`config.mk`:
```
export PLATFORM = sky130hd
export DESIGN_NAME = alu_share_arbiter_flat
export DESIGN_NICKNAME = d
export VERILOG_FILES = /design/src/rtl/alu_share_arbiter_if.sv /design/src/rtl/alu_share_arbiter.sv /design/src/flat_wrapper.sv
export SDC_FILE = /design/constraint.sdc
export NUM_CORES = 1
export LEC_CHECK = 0
export ABC_AREA = 1
export BUFFER_PORTS_ARGS = -buffer_cell sky130_fd_sc_hd__buf_2
export CELL_PAD_IN_SITES_DETAIL_PLACEMENT = 0
export CELL_PAD_IN_SITES_GLOBAL_PLACEMENT = 1
export CORE_AREA = 5 5 204 206
export DETAILED_ROUTE_END_ITERATION = 8
export DIE_AREA = 0 0 209 211
export PLACE_DENSITY_LB_ADDON = 0.12
export SKIP_LAST_GASP = 1
export SLEW_MARGIN = 20
export SYNTH_ARGS = -nofsm -noshare
export SYNTH_HDL_FRONTEND = slang
export SYNTH_SLANG_ARGS = --single-unit
```
`constraint.sdc`:
```
create_clock -name clk -period 4.3 [get_ports clk]
set_input_delay 0.215 -clock clk [delete_from_list [all_inputs] [get_ports clk]]
set_output_delay 0.215 -clock clk [all_outputs]
set_load 0.05 [all_outputs]
```
`src/rtl/alu_share_arbiter_if.sv`:
```
// Bundles the two request ports, the ALU drive/return pair and the shared
// response channel between the arbiter and its surroundings.
interface alu_share_arbiter_if #(parameter int WIDTH = 64);
  logic             req0_valid, req1_valid;
  logic             req0_ready, req1_ready;
  logic [3:0]       req0_op, req1_op;
  logic [WIDTH-1:0] req0_x, req0_y, req1_x, req1_y;
  logic [WIDTH-1:0] alu_x, alu_y, alu_result;
  logic [3:0]       alu_ctrl;
  logic             alu_zero;
  logic             resp_valid, resp_ready, resp_id, resp_zero, resp_err;
  logic [WIDTH-1:0] resp_result;

  modport master (
    output req0_valid, req1_valid, req0_op, req1_op,
           req0_x, req0_y, req1_x, req1_y,
           alu_result, alu_zero, resp_ready,
    input  req0_ready, req1_ready, alu_x, alu_y, alu_ctrl,
           resp_valid, resp_id, resp_result, resp_zero, resp_err
  );

  modport slave (
    input  req0_valid, req1_valid, req0_op, req1_op,
           req0_x, req0_y, req1_x, req1_y,
           alu_result, alu_zero, resp_ready,
    output req0_ready, req1_ready, alu_x, alu_y, alu_ctrl,
           resp_valid, resp_id, resp_result, resp_zero, resp_err
  );
endinterface

```
`src/rtl/alu_share_arbiter.sv`:
```
// Round-robin share of one combinational ALU between two requesters:
// grant -> drive ALU for one cycle -> hold tagged response until consumed.
module alu_share_arbiter #(
  parameter int WIDTH = 64
) (
  input  logic               clk,
  input  logic               rst,
  alu_share_arbiter_if.slave bus
);
  typedef enum logic [1:0] {S_IDLE, S_EXEC, S_RESP} state_t;

  state_t           r_state;
  logic             r_last_grant, r_grant_id;
  logic [WIDTH-1:0] r_alu_x, r_alu_y, r_resp_result;
  logic [3:0]       r_alu_ctrl;
  logic             r_resp_valid, r_resp_id, r_resp_zero, r_resp_err;

  logic w_idle, w_gnt0, w_gnt1, w_legal;

  // On a tie the requester that did not win last time goes next.
  assign w_idle = (r_state == S_IDLE);
  assign w_gnt0 = w_idle && bus.req0_valid && (!bus.req1_valid ||  r_last_grant);
  assign w_gnt1 = w_idle && bus.req1_valid && (!bus.req0_valid || !r_last_grant);

  always_comb begin
    w_legal = 1'b0;
    case (r_alu_ctrl)
      4'b0000, 4'b0001, 4'b0010, 4'b0110: w_legal = 1'b1;
      default:                            w_legal = 1'b0;
    endcase
  end

  always_ff @(posedge clk) begin
    if (rst) begin
      r_state       <= S_IDLE;
      r_last_grant  <= 1'b1;
      r_grant_id    <= 1'b0;
      r_alu_x       <= '0;
      r_alu_y       <= '0;
      r_alu_ctrl    <= 4'b0000;
      r_resp_valid  <= 1'b0;
      r_resp_id     <= 1'b0;
      r_resp_result <= '0;
      r_resp_zero   <= 1'b0;
      r_resp_err    <= 1'b0;
    end else begin
      case (r_state)
        S_IDLE: begin
          if (w_gnt0) begin
            r_alu_x      <= bus.req0_x;
            r_alu_y      <= bus.req0_y;
            r_alu_ctrl   <= bus.req0_op;
            r_grant_id   <= 1'b0;
            r_last_grant <= 1'b0;
            r_state      <= S_EXEC;
          end else if (w_gnt1) begin
            r_alu_x      <= bus.req1_x;
            r_alu_y      <= bus.req1_y;
            r_alu_ctrl   <= bus.req1_op;
            r_grant_id   <= 1'b1;
            r_last_grant <= 1'b1;
            r_state      <= S_EXEC;
          end
        end
        S_EXEC: begin
          // Illegal codes report an error with a cleared result and flag.
          r_resp_result <= w_legal ? bus.alu_result : '0;
          r_resp_zero   <= w_legal && bus.alu_zero;
          r_resp_err    <= !w_legal;
          r_resp_id     <= r_grant_id;
          r_resp_valid  <= 1'b1;
          r_state       <= S_RESP;
        end
        S_RESP: begin
          if (bus.resp_ready) begin
            r_resp_valid <= 1'b0;
            r_state      <= S_IDLE;
          end
        end
        default: r_state <= S_IDLE;
      endcase
    end
  end

  assign bus.req0_ready  = w_gnt0;
  assign bus.req1_ready  = w_gnt1;
  assign bus.alu_x       = r_alu_x;
  assign bus.alu_y       = r_alu_y;
  assign bus.alu_ctrl    = r_alu_ctrl;
  assign bus.resp_valid  = r_resp_valid;
  assign bus.resp_id     = r_resp_id;
  assign bus.resp_result = r_resp_result;
  assign bus.resp_zero   = r_resp_zero;
  assign bus.resp_err    = r_resp_err;
endmodule

```
`src/flat_wrapper.sv`:
```
// flat-port wrapper written by rule: the top's interface ports become plain ports
module alu_share_arbiter_flat 
#(
  parameter int WIDTH = 64
)
  (clk, rst, bus_req0_valid, bus_req1_valid, bus_req0_op, bus_req1_op, bus_req0_x, bus_req0_y, bus_req1_x, bus_req1_y, bus_alu_result, bus_alu_zero, bus_resp_ready, bus_req0_ready, bus_req1_ready, bus_alu_x, bus_alu_y, bus_alu_ctrl, bus_resp_valid, bus_resp_id, bus_resp_result, bus_resp_zero, bus_resp_err);
  alu_share_arbiter_if #(.WIDTH(WIDTH)) bus_i ();
  input  logic clk;
  input  logic rst;
  input wire logic [$bits(bus_i.req0_valid)-1:0] bus_req0_valid;
  input wire logic [$bits(bus_i.req1_valid)-1:0] bus_req1_valid;
  input wire logic [$bits(bus_i.req0_op)-1:0] bus_req0_op;
  input wire logic [$bits(bus_i.req1_op)-1:0] bus_req1_op;
  input wire logic [$bits(bus_i.req0_x)-1:0] bus_req0_x;
  input wire logic [$bits(bus_i.req0_y)-1:0] bus_req0_y;
  input wire logic [$bits(bus_i.req1_x)-1:0] bus_req1_x;
  input wire logic [$bits(bus_i.req1_y)-1:0] bus_req1_y;
  input wire logic [$bits(bus_i.alu_result)-1:0] bus_alu_result;
  input wire logic [$bits(bus_i.alu_zero)-1:0] bus_alu_zero;
  input wire logic [$bits(bus_i.resp_ready)-1:0] bus_resp_ready;
  output wire logic [$bits(bus_i.req0_ready)-1:0] bus_req0_ready;
  output wire logic [$bits(bus_i.req1_ready)-1:0] bus_req1_ready;
  output wire logic [$bits(bus_i.alu_x)-1:0] bus_alu_x;
  output wire logic [$bits(bus_i.alu_y)-1:0] bus_alu_y;
  output wire logic [$bits(bus_i.alu_ctrl)-1:0] bus_alu_ctrl;
  output wire logic [$bits(bus_i.resp_valid)-1:0] bus_resp_valid;
  output wire logic [$bits(bus_i.resp_id)-1:0] bus_resp_id;
  output wire logic [$bits(bus_i.resp_result)-1:0] bus_resp_result;
  output wire logic [$bits(bus_i.resp_zero)-1:0] bus_resp_zero;
  output wire logic [$bits(bus_i.resp_err)-1:0] bus_resp_err;
  assign bus_i.req0_valid = bus_req0_valid;
  assign bus_i.req1_valid = bus_req1_valid;
  assign bus_i.req0_op = bus_req0_op;
  assign bus_i.req1_op = bus_req1_op;
  assign bus_i.req0_x = bus_req0_x;
  assign bus_i.req0_y = bus_req0_y;
  assign bus_i.req1_x = bus_req1_x;
  assign bus_i.req1_y = bus_req1_y;
  assign bus_i.alu_result = bus_alu_result;
  assign bus_i.alu_zero = bus_alu_zero;
  assign bus_i.resp_ready = bus_resp_ready;
  assign bus_req0_ready = bus_i.req0_ready;
  assign bus_req1_ready = bus_i.req1_ready;
  assign bus_alu_x = bus_i.alu_x;
  assign bus_alu_y = bus_i.alu_y;
  assign bus_alu_ctrl = bus_i.alu_ctrl;
  assign bus_resp_valid = bus_i.resp_valid;
  assign bus_resp_id = bus_i.resp_id;
  assign bus_resp_result = bus_i.resp_result;
  assign bus_resp_zero = bus_i.resp_zero;
  assign bus_resp_err = bus_i.resp_err;
  alu_share_arbiter #(.WIDTH(WIDTH)) u_core (.clk(clk), .rst(rst), .bus(bus_i));
endmodule
```
Word-level counts from Yosys, hierarchy flattened
Cells that the tools add are included.
- equal/unequal tests: 7
- muxes and demuxes: 16
- reduce and logical (&&, ||, !) cells: 19
- operators with widths (kind ; count):
    64-bit two-way mux ; 5
    4-bit two-way mux ; 2
    2-bit two-way mux ; 3
    2-bit one-hot mux with 3 select lines ; 1
    2-bit AND reduction ; 3
    1-bit logical AND ; 5
    4-bit by 1-bit equality test with 1-bit output, second input constant ; 1
    4-bit by 2-bit equality test with 1-bit output, second input constant ; 1
    4-bit by 3-bit equality test with 1-bit output, second input constant ; 1
    1-bit logical NOT ; 4
    4-bit logical NOT ; 1
    1-bit two-way mux ; 4
    2-bit nonzero test ; 2
    4-bit OR reduction ; 1
    3-bit inequality test, second input constant ; 1
    2-bit by 1-bit equality test with 1-bit output, second input constant ; 1
    2-bit equality test, second input constant ; 1
    2-bit logical NOT ; 1
    1-bit logical OR ; 2
    2-bit inequality test, second input constant ; 1
    1-bit one-hot mux with 2 select lines ; 1
- flip-flop bits (word level): 204
- input bits: 334
- output and inout bits: 202

Depth between registers and ports, before layout
- word-level depth: 6
- depth in mapped cells: 9
- gate-level depth less buffers: 7

Worst setup path before layout
No wires, ideal clock.
- path type: register to register
- start point: reg u_core.r_alu_ctrl[1], in the netlist u_core.bus.alu_ctrl[1]
- end point: reg u_core.r_resp_result[0], in the netlist u_core.bus.resp_result[0]
- data arrival time: 1.589 ns
- data required time: 4.230 ns
- path slack: 2.640 ns
- stages on the path, launching flop included: 8
- path buffers: 2
- period minus slack after synthesis: 1.660 ns
- path through: dfxtp_1 -> inv_1 -> nand2_1 -> and2_1 -> buf_2 -> buf_1 -> nand3_1 -> a21oi_1
- word-level cells in the longest chain between the ends: 4
- elaborated cells on any way between the ends: 7
- those cells by class: eq/ne (3); mux (2); reduce/logical (2)
- ends and longest elaborated chain (what ; line ; text):
    from (decl) ; alu_share_arbiter.sv:15 ; logic [3:0] r_alu_ctrl;
    from (signal assigned) ; alu_share_arbiter.sv:52 ; r_alu_ctrl <= bus.req0_op;
    from (signal assigned) ; alu_share_arbiter.sv:59 ; r_alu_ctrl <= bus.req1_op;
    4-bit by 1-bit equality test with 1-bit output, or another cell as far along ; alu_share_arbiter.sv:27 ; case (r_alu_ctrl)
    4-bit OR reduction (*) ; alu_share_arbiter.sv:27 ;
    1-bit two-way mux (*) ; alu_share_arbiter.sv:27 ;
    64-bit two-way mux (*) ; alu_share_arbiter.sv:67 ; r_resp_result <= w_legal ? bus.alu_result : '0;
    to (signal assigned) ; alu_share_arbiter.sv:67 ;
    to (decl) ; alu_share_arbiter.sv:14 ; logic [WIDTH-1:0] r_alu_x, r_alu_y, r_resp_result;
Every way passes the cells marked *; elsewhere a longest branch is shown, timed or not.
A chain may end at the register's enable or synchronous reset.

Worst setup path after layout
- start point: reg u_core.r_state[1]
- end point: out bus_req0_ready
- word-level cells in the longest chain between the ends: 3
- ends and longest elaborated chain (what ; line ; text):
    from (decl) ; alu_share_arbiter.sv:12 ; state_t r_state;
    from (signal assigned) ; alu_share_arbiter.sv:35 ; r_state <= S_IDLE;
    from (signal assigned) ; alu_share_arbiter.sv:55 ; r_state <= S_EXEC;
    from (signal assigned) ; alu_share_arbiter.sv:62 ; r_state <= S_EXEC;
    2-bit logical NOT ; alu_share_arbiter.sv:21 ; assign w_idle = (r_state == S_IDLE);
    1-bit logical AND (2 in a row) ; alu_share_arbiter.sv:22 ; assign w_gnt0 = w_idle && bus.req0_valid && (!bus.req1_valid || r_last_grant);
    to (decl) ; flat_wrapper.sv:21 ; output wire logic [$bits(bus_i.req0_ready)-1:0] bus_req0_ready;
Every way passes these cells.

==> reports/results.tsv <==
stage	metric	value	unit
setup_path	r2r_cells	9	
logic_synthesis	synth_top_area_share	41.6	%
global_route	grt_pass1_wl	70.9	mm
pwr	sw_frac_of_total	38.6	%
global_route	antenna_found_initial	12	
pwr	power.switching	2.57	mW
pwr	p_clk_share	32.4	%
drt	drt-initial-drc-count	781	
die	die_w	209	um
placement	gp_congestion	0.804	
global_route	grtUsageTotal	19.8	%
pwr	peakVddDrop	0.251	mV
drt	via_per_inst	4.49	
pwr	p_comb_share	34.6	%
pwr	powerDensity	418	nW/um2
placement	preCtsSetupSlack	1610	ps
logic_synthesis	synthesis.area	9830	um2
die	initial_core_util	24.9	%
sta	tightest_slew	1040	ps
finish	layout_common_cells	buf_2 (533), nand2_1 (333), inv_1 (269)	
drt	drt-total-wl	46.7	mm
finish	mostFrequentLayoutCell	buf_2	
logic_synthesis	synth_area_per_cell	6.62	um2
sta	setup_violations	0	
sta	setup_ws	952	ps
placement	dpl.hpwl	31.3	mm
finish	final_cell_area	15900	um2
sta	fin_tns_setup	0	ps
logic_synthesis	syn_inst	1484	
cts	cts_sinks	204	
cts	cts_buffers	27	
setup_path	max_stage_delay	640	ps
setup_path	worst-path-buf-inv	4	
logic_synthesis	synth.largest_area_cell	dfxtp_1	
drt	routedWlPerCell	17.2	um
drt	num_vias	12200	
setup_path	critPathLaunchType	flop	
cts	path_clk_slew	50	ps
pwr	power.share.sequential	33.0	%
placement	placed_area	12800	um2
cts	worstSkewPairLatency	540	ps
setup_path	worstSetupPathType	reg -> out	
sta	fin_crit_sh	77.9	%
sta	rsz0062_at_grt	no	
die	pin_count	536	
cts	cts-htree-levels	1	
sta	fin_crit	3350	ps
cts	cts_setup_buffers	0	
global_route	grt_pass1_vias	12100	
sta	hold_viol_final	0	
logic_synthesis	yosys-top-cells-area	dfxtp_1 (42%), nand2_1 (13%), inv_1 (10%), a21oi_1 (10%), nand3_1 (10%)	
setup_path	crit_path_top_delay_cell	buf_4	
die	num_rows	73	
pwr	finalPower	6.66	mW
global_route	grt-ovfl-total	0	
drt	ant_nets	0	
run_status	status	complete, no violations	
setup_path	required	4090	ps
pwr	p_int	4.09	mW
die	die_y	211	um
run	max-cap-violations	0	
logic_synthesis	ys_seq_area_share	41.6	%
die	dieArea	44100	um2
sta	max_slew_margin	30.7	%
cts	cts_tree	built	
finish	area_growth	62.1	%
global_route	grt_max_degree	111	
setup_path	worst_setup_path_end_kind	primary output	
setup_path	crit_cells	6	
pwr	p_leak	8.38	nW
setup_path	critPathMaxFanout	110	
hold_path	hp-class	in -> reg	
cts	cts_root_buf	clkbuf_16	
sta	max_freq	299	MHz
sta	clock_skew	9.30	ps
logic_synthesis	yosysUniqueCellTypes	20	
setup_path	path_cells	nor2_4, buf_4, nand3_4, buf_12, inv_1, buf_2	
sta	slew_violations	0	
logic_synthesis	ys_ff_latch	204	
logic_synthesis	synth_nets	1818	
drt	first_pass_iters	6	
finish	drive_gt1_share	27.5	%
drt	drc	0	
hold_path	holdPathStages	5	
cts	clock_path_buffers	3	
die	core_area	39500	um2
placement	numPortBuffers	535	
setup_path	path_delay_family	buffers and inverters	
finish	fin_nets	2493	
setup_path	crit_arrival	3130	ps
logic_synthesis	ys_warn_count	0	
path summary, 6_finish.rpt:
path                                           start                                       to  slack [ps]
max                   u_core.r_state[1]$_SDFFE_PP0P_                           bus_req0_ready         950
min                                   bus_req1_x[41]        u_core.bus.alu_x[41]$_SDFFE_PP0P_          30
max reg2reg           u_core.r_state[1]$_SDFFE_PP0P_        u_core.bus.alu_y[34]$_SDFFE_PP0P_        1090
min reg2reg  u_core.bus.resp_result[37]$_SDFFE_PP0P_  u_core.bus.resp_result[37]$_SDFFE_PP0P_         460
through the flow:
step	util [%]	hold WS [ps]	instances
2_1_floorplan	-	376	1484
6_report	40.4	31.7	2707
4_1_cts	40.3	0.220	2701
3_3_place_gp	32.4	447	2430
5_1_grt	40.4	22.1	2706
3_5_place_dp	32.5	452	2432
synth_stat cells, drive strengths merged:
library cell  number
buf               65
o21ai              3
o211ai             1
inv              271
nand3            200
dfxtp            204
clkbuf            63
nand2            335
nor2               7
a21oi            201
and2               1
nand4            132
nand3b             1
cell families after synthesis:
family                 after synthesis  share of synthesized area, %
buffers and inverters              399                          15.9
DFF                                204                          41.6
AOI/OAI and AO/OA                  205                          10.6
and+or+nand+nor                    676                          31.9
per-layer routing:
layer / share of wire, % / track usage [%] / up-vias
li1: - / - / 6135
met1: 42 / 24.9 / 5559
met2: 47 / 33.5 / 380
met3: 7.3 / 5.60 / 81
met4: 2.9 / 5.47 / 12
met5: 0.12 / 0 / -
final cells by class:
type,instances,area (um2)
Antenna cell,6,15.0
Clock inverter,7,63.8
Fill cell,4282,23500
Multi-Input combinational cell,881,4200
Clock buffer,39,771
Inverter,271,1020
Sequential cell,204,4080
Timing Repair Buffer,774,5110
Tap cell,525,657
power groups by stage:
stage / clock [mW] / combinational, mW / sequential, mW
after floorplan: 0 / 0.775 / 2.93
after global placement: 0 / 2.12 / 2.23
after detailed placement: 0 / 2.12 / 2.24
after CTS: 2.25 / 2.32 / 2.20
after global routing: 2.32 / 2.49 / 2.23
final: 2.16 / 2.30 / 2.20
worst reg2reg max path: stages, from the launching register on:
cell           delay, ps
dfxtp_1              370
nor2_4               160
buf_4                640
nand3_4              470
buf_12               330
nand2_1              380
nand3_1               80
dlygate4sd3_1        580
nand2_1               70
inv_1                 40
registers in the layout, indices dropped and copies added (netlist names):
signal and count:
u_core.r_last_grant 1, u_core.bus.resp_id 1, u_core.bus.alu_x 64, u_core.bus.alu_ctrl 4, u_core.r_state 2, u_core.bus.resp_err 1, u_core.bus.resp_result 64, u_core.bus.resp_zero 1
u_core.bus.alu_y 64, u_core.r_grant_id 1, u_core.bus.resp_valid 1
what timing repair did:
item / 4_1_cts / 5_1_grt
hold endpoints to repair: 195 / 0
resized for setup: 0 / 0
hold buffers: 223 / 0
Note: power is estimated with default switching activity, not from simulation.
